## src/rtl/uart_rx_param_if.sv

```systemverilog
// Receiver-side bundle for uart_rx_param: line/enable in, word and status pulses out.
// The master modport is the side that drives the serial line and consumes the results.
interface uart_rx_param_if #(
    parameter int DATA_BITS = 8
);
    logic                 enable;
    logic                 rx;
    logic [DATA_BITS-1:0] data_out;
    logic                 done;
    logic                 frame_err;
    logic                 parity_err;
    logic                 busy;

    modport master (
        output enable, rx,
        input  data_out, done, frame_err, parity_err, busy
    );

    modport slave (
        input  enable, rx,
        output data_out, done, frame_err, parity_err, busy
    );
endinterface

```

## src/rtl/uart_rx_param.sv

```systemverilog
// Parametrised UART receiver with false-start rejection, framing check and break hold-off.
// Define UART_RX_PARITY_EN to add a parity bit after the data bits (sense set by PARITY_ODD).
module uart_rx_param #(
    parameter int CLKS_PER_BIT = 32,
    parameter int DATA_BITS    = 8,
    parameter int STOP_BITS    = 1,
    parameter int PARITY_ODD   = 0
) (
    input logic      clk,
    input logic      rst,
    uart_rx_param_if.slave bus
);
    localparam int                CNT_W     = $clog2(CLKS_PER_BIT);
    localparam int                IDX_W     = $clog2(DATA_BITS);
    localparam logic [CNT_W-1:0]  HALF_M1   = CNT_W'(CLKS_PER_BIT / 2 - 1);
    localparam logic [CNT_W-1:0]  FULL_M1   = CNT_W'(CLKS_PER_BIT - 1);
    localparam logic [IDX_W-1:0]  LAST_BIT  = IDX_W'(DATA_BITS - 1);
    localparam logic              STOP_LAST = 1'(STOP_BITS - 1);

    typedef enum logic [2:0] {
        S_IDLE,
        S_START,
        S_DATA,
`ifdef UART_RX_PARITY_EN
        S_PARITY,
`endif
        S_STOP,
        S_BREAK
    } state_e;

    state_e               state_q;
    logic                 rx_meta_q, rx_s_q, rx_prev_q;
    logic [CNT_W-1:0]     cnt_q;
    logic [IDX_W-1:0]     bit_idx_q;
    logic                 stop_idx_q;
    logic                 stop_bad_q;
    logic [DATA_BITS-1:0] shift_q;
    logic [DATA_BITS-1:0] data_q;
    logic                 done_q, ferr_q;
`ifdef UART_RX_PARITY_EN
    logic                 perr_q, perr_pulse_q;
`endif

    logic rx_fall;
    assign rx_fall = rx_prev_q & ~rx_s_q;

    always_ff @(posedge clk) begin
        if (rst) begin
            // NOTE: the shift register is reset along with everything else; it is a handful of
            // flops, not a memory array, so a reset costs nothing and keeps data_out deterministic.
            state_q    <= S_IDLE;
            rx_meta_q  <= 1'b1;
            rx_s_q     <= 1'b1;
            rx_prev_q  <= 1'b1;
            cnt_q      <= '0;
            bit_idx_q  <= '0;
            stop_idx_q <= 1'b0;
            stop_bad_q <= 1'b0;
            shift_q    <= '0;
            data_q     <= '0;
            done_q     <= 1'b0;
            ferr_q     <= 1'b0;
`ifdef UART_RX_PARITY_EN
            perr_q       <= 1'b0;
            perr_pulse_q <= 1'b0;
`endif
        end else begin
            rx_meta_q <= bus.rx;
            rx_s_q    <= rx_meta_q;
            rx_prev_q <= rx_s_q;
            done_q    <= 1'b0;
            ferr_q    <= 1'b0;
`ifdef UART_RX_PARITY_EN
            perr_pulse_q <= 1'b0;
`endif
            if (!bus.enable) begin
                state_q <= S_IDLE;
                cnt_q   <= '0;
            end else begin
                case (state_q)
                    S_IDLE: if (rx_fall) begin
                        state_q <= S_START;
                        cnt_q   <= '0;
                    end
                    S_START: if (cnt_q == HALF_M1) begin
                        cnt_q      <= '0;
                        bit_idx_q  <= '0;
                        stop_idx_q <= 1'b0;
                        stop_bad_q <= 1'b0;
`ifdef UART_RX_PARITY_EN
                        perr_q     <= 1'b0;
`endif
                        // A line already back high at mid-start was a glitch.
                        state_q    <= rx_s_q ? S_IDLE : S_DATA;
                    end else begin
                        cnt_q <= cnt_q + 1'b1;
                    end
                    S_DATA: if (cnt_q == FULL_M1) begin
                        cnt_q   <= '0;
                        shift_q <= {rx_s_q, shift_q[DATA_BITS-1:1]};
                        if (bit_idx_q == LAST_BIT) begin
`ifdef UART_RX_PARITY_EN
                            state_q <= S_PARITY;
`else
                            state_q <= S_STOP;
`endif
                        end else begin
                            bit_idx_q <= bit_idx_q + 1'b1;
                        end
                    end else begin
                        cnt_q <= cnt_q + 1'b1;
                    end
`ifdef UART_RX_PARITY_EN
                    S_PARITY: if (cnt_q == FULL_M1) begin
                        cnt_q   <= '0;
                        perr_q  <= rx_s_q != ((^shift_q) ^ (PARITY_ODD != 0));
                        state_q <= S_STOP;
                    end else begin
                        cnt_q <= cnt_q + 1'b1;
                    end
`endif
                    S_STOP: if (cnt_q == FULL_M1) begin
                        cnt_q <= '0;
                        if (stop_idx_q == STOP_LAST) begin
                            if (stop_bad_q || !rx_s_q) begin
                                ferr_q  <= 1'b1;
                                state_q <= S_BREAK;
`ifdef UART_RX_PARITY_EN
                            end else if (perr_q) begin
                                perr_pulse_q <= 1'b1;
                                state_q      <= S_IDLE;
`endif
                            end else begin
                                data_q  <= shift_q;
                                done_q  <= 1'b1;
                                state_q <= S_IDLE;
                            end
                        end else begin
                            stop_bad_q <= stop_bad_q | ~rx_s_q;
                            stop_idx_q <= 1'b1;
                        end
                    end else begin
                        cnt_q <= cnt_q + 1'b1;
                    end
                    // Hold off until the line idles so a held-low break cannot retrigger.
                    S_BREAK: if (rx_s_q) state_q <= S_IDLE;
                    default: state_q <= S_IDLE;
                endcase
            end
        end
    end

    assign bus.data_out  = data_q;
    assign bus.done      = done_q;
    assign bus.frame_err = ferr_q;
    assign bus.busy      = (state_q != S_IDLE);
`ifdef UART_RX_PARITY_EN
    assign bus.parity_err = perr_pulse_q;
`else
    assign bus.parity_err = 1'b0;
`endif
endmodule

```

## src/flat_wrapper.sv

```systemverilog
// flat-port wrapper written by rule: the top's interface ports become plain ports
module uart_rx_param_flat 
#(
    parameter int CLKS_PER_BIT = 32,
    parameter int DATA_BITS    = 8,
    parameter int STOP_BITS    = 1,
    parameter int PARITY_ODD   = 0
)
  (clk, rst, bus_enable, bus_rx, bus_data_out, bus_done, bus_frame_err, bus_parity_err, bus_busy);
  uart_rx_param_if #(.DATA_BITS(DATA_BITS)) bus_i ();
  input logic clk;
  input logic rst;
  input wire logic [$bits(bus_i.enable)-1:0] bus_enable;
  input wire logic [$bits(bus_i.rx)-1:0] bus_rx;
  output wire logic [$bits(bus_i.data_out)-1:0] bus_data_out;
  output wire logic [$bits(bus_i.done)-1:0] bus_done;
  output wire logic [$bits(bus_i.frame_err)-1:0] bus_frame_err;
  output wire logic [$bits(bus_i.parity_err)-1:0] bus_parity_err;
  output wire logic [$bits(bus_i.busy)-1:0] bus_busy;
  assign bus_i.enable = bus_enable;
  assign bus_i.rx = bus_rx;
  assign bus_data_out = bus_i.data_out;
  assign bus_done = bus_i.done;
  assign bus_frame_err = bus_i.frame_err;
  assign bus_parity_err = bus_i.parity_err;
  assign bus_busy = bus_i.busy;
  uart_rx_param #(.CLKS_PER_BIT(CLKS_PER_BIT), .DATA_BITS(DATA_BITS), .STOP_BITS(STOP_BITS), .PARITY_ODD(PARITY_ODD)) u_core (.clk(clk), .rst(rst), .bus(bus_i));
endmodule
```

## config.mk

```make
export PLATFORM = sky130hd
export DESIGN_NAME = uart_rx_param_flat
export DESIGN_NICKNAME = d
export VERILOG_FILES = /design/src/rtl/uart_rx_param_if.sv /design/src/rtl/uart_rx_param.sv /design/src/flat_wrapper.sv
export SDC_FILE = /design/constraint.sdc
export NUM_CORES = 1
export LEC_CHECK = 0
export ABC_AREA = 1
export CAP_MARGIN = 20
export CORE_MARGIN = 5
export CORE_UTILIZATION = 49
export DETAILED_ROUTE_END_ITERATION = 10
export PLACE_DENSITY_LB_ADDON = 0.25
export SETUP_SLACK_MARGIN = 0.3
export SLEW_MARGIN = 20
export SYNTH_ARGS = -nofsm -noshare
export SYNTH_HDL_FRONTEND = slang
export SYNTH_SLANG_ARGS = --single-unit
```

## constraint.sdc

```tcl
create_clock -name clk -period 1.55 [get_ports clk]
set_input_delay 0.31 -clock clk [delete_from_list [all_inputs] [get_ports clk]]
set_output_delay 0.31 -clock clk [all_outputs]
set_load 0.05 [all_outputs]
```

**Yosys cells after proc, flatten, opt, wreduce, memory -nomap -nowiden**

Cells that the tools add are included.

- Word-level logic and storage cells: 82
- Bits in registers: 34
- Input port bits: 4
- Output and inout port bits: 12

- Reductions and logical operators: 17
- Add/subtract/negate cells: 2
- Equality and inequality tests: 16
- Bitwise operators: 8
- Muxes and demuxes: 27

Operators with widths:

| operator | number |
|---|---|
| 2-to-1 mux 3 bit | 11 |
| 2-to-1 mux 5 bit | 3 |
| one-hot mux 3 bit (5 select lines) | 1 |
| one-hot mux 5 bit (3 select lines) | 1 |
| AND reduction 5 bit | 3 |
| inequality test 2 x 1 -> 1 bit, second input constant | 7 |
| 2-to-1 mux 1 bit | 7 |
| AND reduction 7 bit | 1 |
| equality test 3 x 2 -> 1 bit, second input constant | 2 |
| equality test 3 bit, second input constant | 2 |
| inverter 1 bit | 6 |
| one-hot mux 3 bit (2 select lines) | 1 |
| nonzero test 3 bit | 2 |
| adder 5 x 1 -> 5 bit, second input constant | 1 |
| equality test 5 x 4 -> 1 bit, second input constant | 1 |
| equality test 5 bit, second input constant | 1 |
| OR reduction 5 bit | 1 |
| inequality test 2 bit, second input constant | 2 |
| one-hot mux 1 bit (2 select lines) | 2 |
| AND reduction 4 bit | 1 |
| nonzero test 2 bit | 2 |
| OR reduction 2 bit | 2 |
| adder 3 x 1 -> 3 bit, second input constant | 1 |
| equality test 3 x 1 -> 1 bit, second input constant | 1 |
| 8 further kinds | 8 |

**Depth between registers and ports, before layout**

- Depth in word-level cells: 6
- Mapped depth: 11
- Gate-level depth less buffers: 11

**Worst setup path before layout**

No wires, ideal clock.

- Path type: reg2reg
- From: register u_core.cnt_q[1]
- To: register u_core.state_q[2]
- Period minus slack after synthesis: 1591 ps
- Library setup time: 115 ps
- Path buffers: 0
- Required time: 1435 ps
- Cell stages (with the launch flop): 12
- Slack: -41 ps
- Arrival time: 1476 ps
- Cells stage by stage: dfxtp_1 > ha_1 > nand3_1 > inv_1 > ha_1 > inv_1 > nand3_1 > nand2_1 > nor2_1 > nand3_1 > nand2_1 > nor2_1

- Word-level cells in the longest chain between the ends: 3
- Elaborated cells on any way between the ends: 6
- Those cells by class: 5 x eq/ne; 1 x reduce/logical

RTL lines:

| element | line | RTL |
|---|---|---|
| from (decl) | uart_rx_param.sv:33 | `logic [CNT_W-1:0] cnt_q;` |
| from (signal assigned) | uart_rx_param.sv:96 | `cnt_q <= cnt_q + 1'b1;` |
| from (signal assigned) | uart_rx_param.sv:111 | `cnt_q <= cnt_q + 1'b1;` |
| from (signal assigned) | uart_rx_param.sv:143 | `cnt_q <= cnt_q + 1'b1;` |
| equality test 5 bit or equality test 5 x 4 -> 1 bit (tied branches) | uart_rx_param.sv:98, uart_rx_param.sv:122, uart_rx_param.sv:85 |  |
| inequality test 2 x 1 -> 1 bit (no source line) | -- |  |
| AND reduction 7 bit (no source line) * | -- |  |
| to (signal assigned) | uart_rx_param.sv:94 | `state_q <= rx_s_q ? S_IDLE : S_DATA;` |
| to (decl) | uart_rx_param.sv:31 | `state_e state_q;` |

Every way passes the cells marked *; elsewhere a longest branch is shown, timed or not.
A chain may end at the register's enable or synchronous reset.

**Worst setup path in the final report**

- From: register u_core.cnt_q[1]
- To: register u_core.state_q[0]

Same word-level chain as after synthesis.

==> results.sh <==
export IMPL_synth_warning_count=0
export IMPL_yosys_area_share_simple_pct=23.3
export IMPL_top_layer="met4"
export IMPL_hold_start="u_core.rx_meta_q"
export IMPL_layout_setup_ws_ps=-1.77
export IMPL_finalCritPeriodShare_pct=100
export IMPL_finalMaxSlewViolations=0
export IMPL_drtIter0Drc=66
export IMPL_synth_area_per_cell_sq_um=7.73
export IMPL_p_total_w=0.00195
export IMPL_criticalPathCategory="register to register"
export IMPL_die_area_sq_um=4270
export IMPL_netlist_area_sq_um=1500
export IMPL_grt_ovfl_total=0
export IMPL_synth_nets=206
export IMPL_num_rows=20
export IMPL_violations="setup timing"
export IMPL_core_area_sq_um=3000
export IMPL_first_pass_iters=4
export IMPL_synth_edf_count=0
export IMPL_synth_xor_area_share_pct=1.75
export IMPL_setup_violations=1
export IMPL_clkTransAtPathRegs_ps=100
export IMPL_synth_top_family_by_area="simple AND/OR/NAND/NOR gates"
export IMPL_critPathCaptureType="register"
export IMPL_grt_pass1_wl_mm=6.22
export IMPL_cap_violations=0
export IMPL_synthAdderAreaFrac_pct=6.67
export IMPL_synth_cells=194
export IMPL_cp_start_kind="register"
export IMPL_place_hpwl_mm=2.35
export IMPL_drive_above_1_share_pct=45.0
export IMPL_synth_seq_cells=33
export IMPL_grt_pass1_vias=1435
export IMPL_grt_max_degree=13
export IMPL_synthMuxAreaShare_pct=0
export IMPL_io_pins=16
export IMPL_cts_tree="built"
export IMPL_wl_met1_mm=1.58
export IMPL_holdWs_ps=419
export IMPL_setup_tns_ps=-1.77
export IMPL_fin_util_pct=73.8
export IMPL_start_util_pct=50.0
export IMPL_cp_arrival_ps=1790
export IMPL_gp_congestion=0.832
export IMPL_dp_cells=243
export IMPL_reg2reg_from="u_core.cnt_q[1]"
export IMPL_rsz0062_at_grt="yes"
export IMPL_viasPerCell=5.42
export IMPL_dr_wl_met2_mm=2.00
export IMPL_hold_path_class="register to register"
export IMPL_antenna_cells=0
export IMPL_nNetsFinal=240
export IMPL_via_count=1420
export IMPL_drc=0
export IMPL_final_cells=262
export IMPL_cts_sinks=33
export IMPL_clock_tree_buffer_depth=2
export IMPL_final_cell_mix="nand2_1 (27), dfxtp_1 (24), inv_1 (20), buf_4 (20)"
export IMPL_route_met3_wl_um=107
export IMPL_hold_viol_final=0
export IMPL_synth_seq_area_share_pct=44.0
export IMPL_startpoint="u_core.cnt_q[1]"
export IMPL_clock_skew_ps=14.9
export IMPL_cp_required_ps=1790
export IMPL_power_density_nw_per_um2=879
export IMPL_wire_per_inst_um=14.5
export IMPL_min_period_ps=1550
export IMPL_p_leak_nw=0.872
export IMPL_cts_inserted_buffers=5
export IMPL_root_buffer="clkbuf_4"
export IMPL_cp_max_fo=5
export IMPL_die_h_um=65.3
export IMPL_wl_mm=3.79
export IMPL_ant_nets=0
export IMPL_ys_flop_type="dfxtp_1"
export IMPL_htree_levels=2
export IMPL_status="finished, violations left"
export IMPL_synth_compound_area_share_pct=14.6
export IMPL_ir_drop_mv=0.772
export IMPL_grt_usage_pct=18.9
export IMPL_ys_types=29
export IMPL_timing_fmax_mhz=644
export IMPL_synthArstFlopShare_pct=0
export IMPL_final_common_cell="nand2_1"
export IMPL_die_w_um=65.3
export IMPL_clk_latency_ps=340
export IMPL_area_growth_synth_to_final_pct=47.7
export IMPL_portBuffers=14
export IMPL_antenna_found_initial=0
==> Yosys cell counts, types with 3 or more instances <==
library cell,n,area share [%]
inv_1,24,6.0
nor2_1,19,4.8
dfxtp_1,33,44
o21ai_1,4,1.3
nor3_1,3,1.0
ha_1,8,6.7
o21ai_0,14,4.7
xor2_1,3,1.8
a21oi_1,18,6.0
nand2_1,29,7.3
nand2_2,3,1.3
nand3_1,13,4.3
==> cell families (layout without fill, tap and decap cells) <==
group,count (synthesis),in the layout
DFF,33,33
and+or+nand+nor,76,77
other,1,1
buffers and inverters,32,66
adders and majority gates,8,8
xor gates and xnor gates,3,3
AOI/OAI and AO/OA,41,41
==> timing repair <==
item                                    in CTS  in global routing
endpoints found under the setup margin      30                 35
pin swaps                                   11                 15
setup buffers                                9                  1
resized for setup                           38                 28
cloned                                       1                  0
hold buffers                                 0                  0
==> critical path, cell delays in order, from the launching register on <==
cell,delay (ps)
dfxtp_4,370
ha_4,150
nand3_4,90
clkinv_4,80
ha_4,150
inv_4,50
nand3_4,80
nand2_4,60
nor2_4,170
nand3_1,90
nand2_1,100
nor2_1,60
==> per-layer routing <==
layer / up-vias / global-route usage [%]
met5: - / 0
met4: 0 / 10.4
met3: 9 / 4.44
met2: 21 / 32.1
met1: 695 / 21.8
li1: 695 / -
==> layout make-up <==
class	instances	area (sq um)
Clock buffer	7	55.1
Clock inverter	1	30.0
Fill cell	201	787
Inverter	26	115
Multi-Input combinational cell	130	950
Sequential cell	33	682
Tap cell	33	41.3
Timing Repair Buffer	32	343
==> registers in the layout (all words and copies together), names as in the netlist <==
| signal | cells |
|---|---|
| u_core.bit_idx_q | 3 |
| u_core.bus.data_out | 8 |
| u_core.bus.done | 1 |
| u_core.bus.frame_err | 1 |
| u_core.cnt_q | 5 |
| u_core.rx_meta_q | 1 |
| u_core.rx_prev_q | 1 |
| u_core.rx_s_q | 1 |
| u_core.shift_q | 8 |
| u_core.state_q | 3 |
| u_core.stop_bad_q | 1 |
==> path summary, 6_finish.rpt <==
kind | endpoint | cells past startpoint | slack, ps
worst max-delay path | u_core.state_q[0] | 11 | -2
worst max register to register | u_core.state_q[0] | 11 | -2
worst min register to register | u_core.rx_s_q | 1 | 420
worst min-delay path | u_core.rx_s_q | 1 | 420
==> through the flow <==
step	cell area, sq um	setup WS, ps
global placement	1840	-6.55
finish	2220	-1.77
global route	2220	-89.0
detailed placement	1840	-61.4
CTS	2120	50.3
floorplan	1580	153
==> power breakdown <==
part	switching [W]	internal, W	leakage, nW	total, W
clock	0.000284	0.000385	0.0455	0.000669
combinational	0.000234	0.000156	0.554	0.000391
sequential	0.0000226	0.000865	0.272	0.000888
(Power assumes the default switching activity.)
==> RTL edit 1 (same flow settings) <==
`CLKS_PER_BIT` is set to 32 in 2 places; all go to 128.
--- a/src/rtl/uart_rx_param.sv
+++ b/src/rtl/uart_rx_param.sv
@@ -1,7 +1,7 @@
 // Parametrised UART receiver with false-start rejection, framing check and break hold-off.
 // Define UART_RX_PARITY_EN to add a parity bit after the data bits (sense set by PARITY_ODD).
 module uart_rx_param #(
-    parameter int CLKS_PER_BIT = 32,
+    parameter int CLKS_PER_BIT = 128,
     parameter int DATA_BITS    = 8,
     parameter int STOP_BITS    = 1,
     parameter int PARITY_ODD   = 0
--- a/src/flat_wrapper.sv
+++ b/src/flat_wrapper.sv
@@ -1,7 +1,7 @@
 // flat-port wrapper written by rule: the top's interface ports become plain ports
 module uart_rx_param_flat 
 #(
-    parameter int CLKS_PER_BIT = 32,
+    parameter int CLKS_PER_BIT = 128,
     parameter int DATA_BITS    = 8,
     parameter int STOP_BITS    = 1,
     parameter int PARITY_ODD   = 0
Behaviour: no difference found for any inputs over 10 cycles, from zero or initial values and one cycle with rst high; that may be too few to reach the edited logic, so the function may still have changed.
==> RTL edit 1 against the unedited design <==
- first-iteration DRC count is 100% higher
- clock skew is 0.0055 ns lower
- final area is 2.6% higher
- routed wire length is 2.1% higher
- total power is 7.3% lower
- highest routed layer unchanged
- area after synthesis is 9.8% higher
- largest cell class unchanged
- sequential cell count is 2 higher
- worst setup slack better by 0.096 ns
- final cell count is 18% higher
- global-route usage is 1.0 points lower
==> RTL edit 1: results (changes against the unedited design) <==
Fin Hold WS -> 0.430 ns (+0.0111 ns)
Post-DP Area -> 1910 sq um (+4.1%)
Setup WS pre-CTS -> -0.0585 ns (+0.00289 ns)
sequential area share after synthesis -> 42.5% (-1.5 points)
routability cong. -> 0.930 (+12%)
starting DRC count in detailed routing -> 134 (+100%)
Crit path arrival time -> 1.69 ns (-0.10 ns)
GRT Util Overall -> 17.9% (-1.0 points)
Placed Cells incl. Taps -> 285 (+17%)
final instance area -> 2270 sq um (+2.6%)
DP Wirelength -> 2400 um (+2.0%)
skew final -> 0.00944 ns (-0.00546 ns)
Commonest cells post-synth -> nand2_1, dfxtp_1, nor2_1, inv_1, a21oi_1
LEAKAGE -> 0.000934 uW (+7.1%)
first-pass GRT wire length -> 6240 um (+0.22%)
PostCTS Resize Cnt -> 34 (-11%)
vias in the first global route -> 1422 (-0.91%)
status -> complete, no violations
Mean Syn Cell Area -> 7.32 sq um (-5.3%)
Vias -> 1536 (+8.2%)
switching share of power -> 31.3% (+3.5 points)
synth top area cells -> dfxtp_1, nand2_1, nor2_1
maximum vdd ir drop -> 0.632 mV (-18%)
setup bufs post-CTS -> 8 (-1)
fin cells -> 308 (+18%)
total power -> 1810 uW (-7.3%)
largest net degree at the start of global routing -> 17 (+4)
Final nets -> 268 (+12%)
ys async rst share -> 0% (unchanged)
layout cell share with drive strength beyond 1 -> 41.6% (-3.4 points)
register-to-register path setup slack -> 0.09 ns (+0.10 ns)
Fill cells -> 251 (+25%)
RTL edit 1: changes by cell type after synthesis, sizes merged, moves of 3 or more:
cell	before	now
nand2	32	49
nand3	15	12
o21ai	18	21
ha	8	3
nor2	22	37
RTL edit 1: final cells by class:
type / count / share of cell area [%]
Clock buffer: 6 / 1.82
Clock inverter: 2 / 0.550
Timing Repair Buffer: 34 / 14.6
Sequential cell: 35 / 31.9
Multi-Input combinational cell: 158 / 43.9
Tap cell: 46 / 2.53
Inverter: 27 / 4.68
RTL edit 1: kinds of logic after synthesis:
family	count (synthesis)	share of synthesized area, %
compound gates	45	15.3
xor+xnor	2	1.06
fa+ha+maj	3	2.28
buf+inv	33	9.57
flops	35	42.5
other cells	1	0.228
simple gates	106	29.0
RTL edit 1: metal layers:
layer	wire length [um]	part of all wire, %	track usage (%)	up-vias
met2	1840	48	27.9	34
met4	126	3.3	8.93	0
li1	-	-	-	785
met3	178	4.6	4.11	16
met1	1720	44	23.1	701
met5	0	0	0	-
==> RTL edit 2 (same settings) <==
Without the edit above. Encoding of `state_e`: now one-hot (5 bits for 5 states).
--- a/src/rtl/uart_rx_param.sv
+++ b/src/rtl/uart_rx_param.sv
@@ -17,15 +17,15 @@
     localparam logic [IDX_W-1:0]  LAST_BIT  = IDX_W'(DATA_BITS - 1);
     localparam logic              STOP_LAST = 1'(STOP_BITS - 1);
 
-    typedef enum logic [2:0] {
-        S_IDLE,
-        S_START,
-        S_DATA,
+    typedef enum logic [4:0] {
+        S_IDLE  = 5'b00001,
+        S_START = 5'b00010,
+        S_DATA  = 5'b00100,
 `ifdef UART_RX_PARITY_EN
         S_PARITY,
 `endif
-        S_STOP,
-        S_BREAK
+        S_STOP  = 5'b01000,
+        S_BREAK = 5'b10000
     } state_e;
 
     state_e               state_q;
Check against the original RTL: no difference found for any inputs over 10 cycles, from zero or initial values and one cycle with rst high; not proved beyond that.
==> RTL edit 2 against the unedited design <==
- the flow still finishes with violations (setup timing)
- area after synthesis rose by 15%
- final area rose by 14%
- routed wire length rose by 10%
- sequential cell count rose by 2
- largest cell class unchanged
- die area rose by 13%
- total power rose by 13%
- combinational power rose by 45%
- worst setup slack got worse by 0.011 ns
- clock skew fell by 0.0027 ns
==> RTL edit 2: results (changes against the unedited design) <==
GRT Util Overall -> 16.1% (-2.9 points)
Final nets -> 289 (+20%)
Seq cells -> 35 (+6.1%)
antenna violations before repair -> 0 (unchanged)
failing checks -> setup timing
Crit path arrival time -> 1.86 ns (+0.07 ns)
vias in the first global route -> 1429 (-0.42%)
Commonest cells post-synth -> nor2_1, dfxtp_1, nand2_1, inv_1, nand3_1
DP Wirelength -> 2700 um (+15%)
inverters -> 32 (+23%)
Fill cells -> 228 (+13%)
Max FO, Critical Path -> 6 (+1)
Synth Instances -> 230 (+19%)
PostCTS Resize Cnt -> 21 (-45%)
reg2reg path depth -> 9 (-2)
# port buffers -> 14 (unchanged)
LEAKAGE -> 0.00105 uW (+21%)
Worst Hold Launch -> u_core.rx_meta_q
Fin Hold WS -> 0.433 ns (+0.0141 ns)
largest net degree at the start of global routing -> 22 (+9)
Layout non-clock buf frac -> 15.4% (-0.034 points)
Final WS setup -> -0.0130 ns (-0.0112 ns)
synth top area cells -> dfxtp_1, nor2_1, nand2_1
status -> complete, but fails checks
maximum vdd ir drop -> 0.742 mV (-4.0%)
P_seq -> 960 uW (+8.1%)
Vias -> 1659 (+17%)
routability cong. -> 0.854 (+2.7%)
area share of the largest cell type after synthesis -> 40.5% (-3.5 points)
skew final -> 0.0122 ns (-0.00267 ns)
Placed Cells incl. Taps -> 302 (+24%)
Final setup violation count -> 1 (unchanged)
Hold Crit Class -> register to register
synth unique cells -> 28 (-3.4%)
fin cells -> 325 (+24%)
layout cell share with drive strength beyond 1 -> 44.1% (-0.89 points)
#MultiIn Comb -> 161 (+24%)
Hold Path Sink -> u_core.rx_s_q
final wirelength -> 4180 um (+10%)
area of the multi-input gates -> 1140 sq um (+20%)
worst r2r dst -> u_core.state_q[0]
sequential area share after synthesis -> 40.5% (-3.5 points)
Synthesized Nets -> 241 (+17%)
Setup WS pre-CTS -> -0.0310 ns (+0.0304 ns)
NetSw -> 710 uW (+31%)
Non-clock buffers -> 43 (+34%)
Register Area -> 712 sq um (+4.4%)
setup bufs post-CTS -> 9 (unchanged)
first-pass GRT wire length -> 6290 um (+1.1%)
starting DRC count in detailed routing -> 166 (+150%)
clock transition at the registers of the reported paths -> 0.12 ns (+0.02 ns)
combinational power -> 565 uW (+45%)
combinational share of power -> 25.6% (+5.5 points)
ClkCell Share -> 3.22% (-0.62 points)
reg2reg start -> u_core.state_q[0]
-- RTL edit 2: how the worst max path moves through the flow --
stage | start | end | slack, ns
2_1_floorplan | u_core.cnt_q[1] | u_core.bus.data_out[6] | -0.01
3_3_place_gp | u_core.cnt_q[1] | u_core.bus.data_out[5] | -0.009
3_5_place_dp | u_core.cnt_q[1] | u_core.state_q[3] | -0.03
4_1_cts | u_core.cnt_q[0] | u_core.bus.data_out[0] | 0.06
5_1_grt | u_core.cnt_q[0] | u_core.state_q[3] | -0.09
6_report | u_core.state_q[0] | u_core.state_q[0] | -0.01
-- RTL edit 2: stage by stage --
stage	area, sq um	setup TNS (ns)
detailed placement	2090	-0.0682
global route	2530	-0.611
floorplan	1800	-0.00981
finish	2530	-0.0130
CTS	2340	0
global placement	2090	-0.00945
-- RTL edit 2: per-layer routing --
metal / GRT usage (%) / wire (um) / up-vias
li1: - / - / 846
met1: 20.3 / 1870 / 744
met2: 26.0 / 2000 / 58
met3: 3.48 / 210 / 11
met4: 7.59 / 93 / 0
met5: 0 / 0 / -
-- RTL edit 2: worst max-delay path, stage by stage, from the launching register on --
cell and delay, ns:
dfxtp_4 0.37, buf_12 0.12, nor2_4 0.23, nand3_4 0.15
nor2_4 0.22, buf_4 0.15, inv_1 0.04, nand3_1 0.09
nand2_1 0.06, nand3_1 0.06
-- RTL edit 2: cells by family (layout without fill, tap and decap cells) --
| kind of cell | count (synthesis) | count (layout) | synth area share (%) |
|---|---|---|---|
| AO/OA/AOI/OAI | 37 | 37 | 11.8 |
| XOR/XNOR | 1 | 1 | 0.506 |
| adder cells (fa/ha/maj) | 7 | 7 | 5.06 |
| buffers and inverters | 36 | 83 | 8.75 |
| flip-flops | 35 | 35 | 40.5 |
| other | 1 | 1 | 0.217 |
| AND/OR/NAND/NOR | 113 | 115 | 33.2 |
